`src/rtl/axis_resp_monitor_pkg.sv`:
```
// Shared types, error-bit indices and keep helpers for the KVS response monitor.
package axis_resp_monitor_pkg;

    typedef enum logic {
        IDLE   = 1'b0,
        IN_PKT = 1'b1
    } state_e;

    localparam int unsigned ERR_W        = 4;
    localparam int unsigned ERR_ORPHAN   = 0;
    localparam int unsigned ERR_MIDKEEP  = 1;
    localparam int unsigned ERR_LASTKEEP = 2;
    localparam int unsigned ERR_OVF      = 3;

    // Widest tkeep the helper accepts; narrower keeps are zero-extended.
    localparam int unsigned KEEP_MAX_W = 64;

    // True when keep is a non-empty run of ones starting at byte 0 (2^n-1).
    function automatic logic keep_is_low_mask(input logic [KEEP_MAX_W-1:0] keep);
        return (keep != '0) && ((keep & (keep + KEEP_MAX_W'(1))) == '0);
    endfunction

endpackage

```
`src/rtl/axis_resp_monitor_ts_fifo.sv`:
```
// Synchronous timestamp FIFO; push+pop together is legal even when full.
module ts_fifo #(
    parameter int unsigned WIDTH = 64,
    parameter int unsigned DEPTH = 16
) (
    input  logic             clk,
    input  logic             sys_rst,
    input  logic             flush,
    input  logic             push,
    input  logic             pop,
    input  logic [WIDTH-1:0] din,
    output logic [WIDTH-1:0] dout,
    output logic             full,
    output logic             empty
);

    localparam int unsigned AW = $clog2(DEPTH);

    logic [WIDTH-1:0] mem [DEPTH];
    logic [AW-1:0]    wr_ptr;
    logic [AW-1:0]    rd_ptr;
    logic [AW:0]      count;
    logic             do_push;
    logic             do_pop;

    assign full    = (count == (AW+1)'(DEPTH));
    assign empty   = (count == '0);
    assign do_pop  = pop && !empty;
    assign do_push = push && (!full || do_pop);
    assign dout    = mem[rd_ptr];

    always_ff @(posedge clk) begin
        if (do_push) begin
            mem[wr_ptr] <= din;
        end
    end

    // Pointers wrap naturally because DEPTH is a power of two.
    always_ff @(posedge clk) begin
        if (sys_rst || flush) begin
            wr_ptr <= '0;
            rd_ptr <= '0;
            count  <= '0;
        end else begin
            if (do_push) wr_ptr <= wr_ptr + AW'(1);
            if (do_pop)  rd_ptr <= rd_ptr + AW'(1);
            case ({do_push, do_pop})
                2'b10:   count <= count + (AW+1)'(1);
                2'b01:   count <= count - (AW+1)'(1);
                default: count <= count;
            endcase
        end
    end

endmodule

```
`src/rtl/axis_resp_monitor.sv`:
```
// Host-side sink for the KVS response stream: matches responses to requests,
// measures latency and flags protocol errors.
module axis_resp_monitor
    import axis_resp_monitor_pkg::*;
#(
    parameter int unsigned DATA_W     = 256,
    parameter int unsigned KEEP_W     = 32,
    parameter int unsigned USER_W     = 64,
    parameter int unsigned TS_W       = 64,
    parameter int unsigned CNT_W      = 32,
    parameter int unsigned FIFO_DEPTH = 16
) (
    input  logic              clk,
    input  logic              sys_rst,
    input  logic              enable,
    input  logic              clear,
    input  logic              req_sent,
    input  logic [DATA_W-1:0] s_tdata,
    input  logic [KEEP_W-1:0] s_tkeep,
    input  logic [USER_W-1:0] s_tuser,
    input  logic              s_tlast,
    input  logic              s_tvalid,
    output logic              s_tready,
    output logic [CNT_W-1:0]  nr_sent,
    output logic [CNT_W-1:0]  nr_received,
    output logic [CNT_W-1:0]  nr_beats,
    output logic              lat_valid,
    output logic [TS_W-1:0]   lat_last,
    output logic [TS_W-1:0]   lat_min,
    output logic [TS_W-1:0]   lat_max,
    output logic [TS_W-1:0]   lat_sum,
    output logic [ERR_W-1:0]  err,
    output logic              all_done
);

    state_e           state;
    state_e           state_nxt;
    logic [TS_W-1:0]  ts;
    logic [TS_W-1:0]  head_ts;
    logic [TS_W-1:0]  lat_now;
    logic [TS_W:0]    sum_ext;
    logic [ERR_W-1:0] err_set;
    logic             accept;
    logic             last_beat;
    logic             push_req;
    logic             fifo_push;
    logic             fifo_pop;
    logic             fifo_full;
    logic             fifo_empty;
    logic             overflow;
    logic             unused_inputs;

    assign unused_inputs = ^{s_tdata, s_tuser};

    assign accept    = s_tvalid && s_tready;
    assign last_beat = accept && s_tlast;
    assign push_req  = req_sent && enable;
    // Emptiness is judged before this cycle's push, so a same-cycle request cannot satisfy it.
    assign fifo_pop  = last_beat && !fifo_empty && !clear;
    assign overflow  = push_req && fifo_full && !fifo_pop;
    assign fifo_push = push_req && !overflow && !clear;
    assign lat_now   = ts - head_ts;
    assign sum_ext   = (TS_W+1)'(lat_sum) + (TS_W+1)'(lat_now);
    assign all_done  = (nr_sent == nr_received) && fifo_empty && (state == IDLE);

    always_comb begin
        err_set               = '0;
        err_set[ERR_ORPHAN]   = last_beat && fifo_empty;
        err_set[ERR_MIDKEEP]  = accept && !s_tlast && (s_tkeep != '1);
        err_set[ERR_LASTKEEP] = last_beat && !keep_is_low_mask(KEEP_MAX_W'(s_tkeep));
        err_set[ERR_OVF]      = overflow;
    end

    always_comb begin
        state_nxt = state;
        if (clear) begin
            state_nxt = IDLE;
        end else if (accept) begin
            state_nxt = s_tlast ? IDLE : IN_PKT;
        end
    end

    always_ff @(posedge clk) begin
        if (sys_rst) begin
            state       <= IDLE;
            ts          <= '0;
            s_tready    <= 1'b0;
            nr_sent     <= '0;
            nr_received <= '0;
            nr_beats    <= '0;
            lat_valid   <= 1'b0;
            lat_last    <= '0;
            lat_min     <= '1;
            lat_max     <= '0;
            lat_sum     <= '0;
            err         <= '0;
        end else begin
            state     <= state_nxt;
            ts        <= ts + TS_W'(1);
            s_tready  <= enable;
            lat_valid <= 1'b0;
            if (clear) begin
                nr_sent     <= '0;
                nr_received <= '0;
                nr_beats    <= '0;
                lat_last    <= '0;
                lat_min     <= '1;
                lat_max     <= '0;
                lat_sum     <= '0;
                err         <= '0;
            end else begin
                if (push_req)  nr_sent     <= nr_sent + CNT_W'(1);
                if (accept)    nr_beats    <= nr_beats + CNT_W'(1);
                if (last_beat) nr_received <= nr_received + CNT_W'(1);
                if (fifo_pop) begin
                    lat_valid <= 1'b1;
                    lat_last  <= lat_now;
                    if (lat_now < lat_min) lat_min <= lat_now;
                    if (lat_now > lat_max) lat_max <= lat_now;
                    lat_sum <= sum_ext[TS_W] ? '1 : sum_ext[TS_W-1:0];
                end
                err <= err | err_set;
            end
        end
    end

    ts_fifo #(
        .WIDTH (TS_W),
        .DEPTH (FIFO_DEPTH)
    ) u_ts_fifo (
        .clk     (clk),
        .sys_rst (sys_rst),
        .flush   (clear),
        .push    (fifo_push),
        .pop     (fifo_pop),
        .din     (ts),
        .dout    (head_ts),
        .full    (fifo_full),
        .empty   (fifo_empty)
    );

endmodule

```
`config.mk`:
```
export PLATFORM = sky130hd
export DESIGN_NAME = axis_resp_monitor
export DESIGN_NICKNAME = d
export VERILOG_FILES = /design/src/rtl/axis_resp_monitor_pkg.sv /design/src/rtl/axis_resp_monitor_ts_fifo.sv /design/src/rtl/axis_resp_monitor.sv
export SDC_FILE = /design/constraint.sdc
export NUM_CORES = 2
export LEC_CHECK = 0
export CORE_MARGIN = 3
export CORE_UTILIZATION = 55
export CTS_CLUSTER_DIAMETER = 80
export DETAILED_ROUTE_END_ITERATION = 6
export GPL_TIMING_DRIVEN = 0
export HOLD_SLACK_MARGIN = 0.12
export MAX_ROUTING_LAYER = met4
export PLACE_DENSITY = 0.82
export SYNTH_ARGS = -nofsm -noshare
export SYNTH_HDL_FRONTEND = slang
export SYNTH_SLANG_ARGS = --single-unit
```
`constraint.sdc`:
```
create_clock -name clk -period 14.2 [get_ports clk]
set_input_delay 2.13 -clock clk [delete_from_list [all_inputs] [get_ports clk]]
set_output_delay 2.13 -clock clk [all_outputs]
set_load 0.01 [all_outputs]
```
==> metrics.txt <==
run status=complete, but fails checks; violated checks=DRC, capacitance limit, slew limit; Post-synth top flop=edfxtp_1; Clock Tree Root=clkbuf_16; CTS Buf Count=between 100 and 150; worst-margin pin slew=between 1500 and 2000 ps; Die Wd=~350 um; syn avg cell area=13.31 um2; area taken by multi-input logic gates=around 25000 um2; P_int=a little under 7000 uW; Fill cells=about 8.0k; DR pass1 iterations=7; maximum vdd drop=~0.11 mV; Setup-failing EPs final=0; share of the synthesized area in the top cell type=between 40% and 50%; drt total wl=221.7 mm; Setup crit end kind=flip-flop; Port Buf Inserts=just under 400; vias in the first global route=approximately 48k; hold_ws=roughly 450 ps; final net count=6244; CTS max path bufs=3; setup TNS=0 ps; final worst path period need=around 13000 ps; RD Place Congestion=around 0.99; core area=roughly 120000 um2; CP max stage cell=clkbuf_1; post-CTS sizing=0; global route total overflow=0; P_sw=approximately 1800 uW; htree depth=4; CP max FO=10; flip-flop and latch area=39560 um2; hold crit path type=reg2reg; CP max stage delay=between 900 and 1000 ps; CP Class=reg2reg; Setup crit start kind=flip-flop; Yosys warning count=0; Clock Latency Late Sink=about 800 ps; CTS tree=done; Max transition margin=-10.40%; clk sink count=between 1k and 1.5k; pwr dens=109.7 nW/um2; ys async rst share=0%; clock group share of total power=a little under half; Post-synth EDFFs=1024; Syn Inst Count=4999; Pleak=0.02832 uW; reg-to-reg slack, setup=1520 ps; Max Cap Violations=2; Post-CTS Setup Inserts=0; sequential power share=52.5%; WP data arrival=13270 ps; required time worst endpoint=14800 ps; routed vias=roughly 48k; Iteration-0 DRC Markers=approximately 6.4k; largest area contributor in the netlist=edfxtp_1; Post-Place Cells=between 7k and 8k; Place WS=2506 ps; Post-Layout Cell Count=between 7k and 8k; initial core utilization=around 56%; largest net degree at the start of global routing=24; Antenna Nets Post-Route=0; initial antenna violation count=3; Clock Skews=41.86 ps; drt drc=2; I/O pin cnt=around 720; post-DR wirelength/cell=30.22 um; Syn Nets=5628; sequential cell area fraction in the yosys report=around 59%; FF+latch count, synth=between 1k and 1.5k; Netlist cell types=87; Max Fclk=78.89 MHz; Avg Vias per Cell=roughly 6.6; Hold Buf Count CTS=0; Logic pwr share=between 2 and 2.5%; hpwl dp=roughly 150 mm; Die Ht=353.8 um; row count=~130; RSZ-0062 raised after global routing=no; layout cells sized above 1=between 10% and 20%; Slew Limit Fails=13; P&R area growth vs syn=18.12%; top cells by area, synth=edfxtp_1 (46%), dfxtp_1 (13%), mux4_2 (11%); DIE AREA=about 130000 um2; GRT Overall Usage=approximately 36%; Final period util=between 80% and 90%; most frequent CP cell=clkbuf_1; final worst slack=around 1500 ps; cell area after synthesis=66540 um2; final hold viol count=0; first-pass GRT wire length=~320 mm; Sw Share=~21%; clock-pin transition on the worst setup and hold timing paths=around 60 ps
-- layout make-up --
cell class / instances / share of cell area, %
flip-flops and latches: 1464 / 50.33
multi-input cells: 3048 / 32.07
repair buffers: 468 / 6.531
clock buffers: 193 / 5.226
well taps: 1600 / 2.547
plain buffers: 238 / 1.261
inverters: 249 / 1.189
clock inverters: 72 / 0.8357
diodes: 4 / 0.01273
-- logic make-up after synthesis --
| group | after synthesis | synth area share [%] |
|---|---|---|
| buffers and inverters | 487 | 2.894 |
| muxes | 370 | 11.58 |
| adders and majority gates | 270 | 5.111 |
| xor gates and xnor gates | 288 | 3.791 |
| DFF | 1464 | 59.45 |
| AOI/OAI and AO/OA | 940 | 8.933 |
| and+or+nand+nor | 1180 | 8.239 |
-- stage by stage --
step,instance area (um2),total power (uW),util [%]
6_report,78600,8624,66.04
2_1_floorplan,66540,4726,-
3_3_place_gp,72520,4806,60.93
4_1_cts,78580,8629,66.02
3_5_place_dp,73820,4815,62.02
5_1_grt,78600,8795,66.03
-- cells in the mapped netlist, types with 6 or more instances --
master	count
edfxtp_1	1024
dfxtp_1	440
nand2_1	355
nor2_1	353
a21oi_1	323
mux4_2	320
ha_1	267
inv_1	248
o21ai_0	202
clkbuf_1	174
xor2_1	173
a21o_1	141
xnor2_1	115
nand4_1	110
nand3_1	108
o211ai_1	63
mux2i_1	49
and3_1	48
nor3_1	47
buf_1	36
or3_1	30
o21bai_1	28
nor2b_1	27
nor4_1	27
o21a_1	24
and2_1	19
nand2b_1	17
a211oi_1	15
a31oi_1	15
and4_1	15
buf_2	15
o21ai_1	9
o31ai_1	9
a221o_1	8
buf_6	8
o221a_2	8
or4_1	8
a221oi_1	6
a31o_2	6
-- power groups by stage --
stage                     Combinational (uW)  Clock [uW]  Sequential (uW)
after floorplan                          108           0             4620
after global placement                   185           0             4620
after detailed placement                 195           0             4620
after CTS                                200        3900             4530
after global routing                     218        4050             4530
final                                    207        3890             4530
-- registers in the layout (all words and copies together), names as in the netlist, named ones only --
register	count
nr_beats	32
state	1
lat_max	64
u_ts_fifo.rd_ptr	4
lat_min	64
u_ts_fifo.count	5
lat_last	64
lat_sum	64
ts	64
err	4
s_tready	1
nr_sent	32
u_ts_fifo.mem	1024
lat_valid	1
nr_received	32
u_ts_fifo.wr_ptr	4
-- routing by layer --
| layer | wire length [um] | GRT usage [%] |
|---|---|---|
| met3 | 25850 | 8.381 |
| met1 | 78320 | 43.92 |
| met4 | 13990 | 19.26 |
| met2 | 103500 | 55.64 |
| met5 | 0 | - |
-- worst max-delay path: cells and delay by family, from the launching register on --
kind,cells,cell delay (ps)
AO/OA/AOI/OAI,10,4150
buffers and inverters,8,4020
AND/OR/NAND/NOR,7,1910
multiplexers,3,1350
adder cells (fa/ha/maj),2,720
flip-flops,1,310
-- layout by cell type, fill, tap and decap left out, types with 30 or more instances in the layout --
cell type / n
buf_1: 36
nand3_1: 108
mux2i_1: 49
a21oi_1: 323
clkdlybuf4s50_1: 397
mux4_2: 320
inv_1: 248
and3_1: 48
ha_1: 267
nor3_1: 43
xor2_1: 173
clkbuf_16: 152
o211ai_1: 63
nor2_1: 341
or3_1: 30
clkbuf_1: 200
a21o_1: 141
buf_6: 37
nand4_1: 110
edfxtp_1: 1024
xnor2_1: 110
nand2_1: 355
dfxtp_1: 440
o21ai_0: 202
-- worst paths after layout --
kind / start / endpoint / cells past startpoint
setup / recovery: flip-flop / lat_max[14] / 30
hold / removal: err[1] / err[1] / 2
setup reg to reg: flip-flop / lat_max[14] / 30
hold reg to reg: err[1] / err[1] / 2
Note: power is estimated with default switching activity, not from simulation.
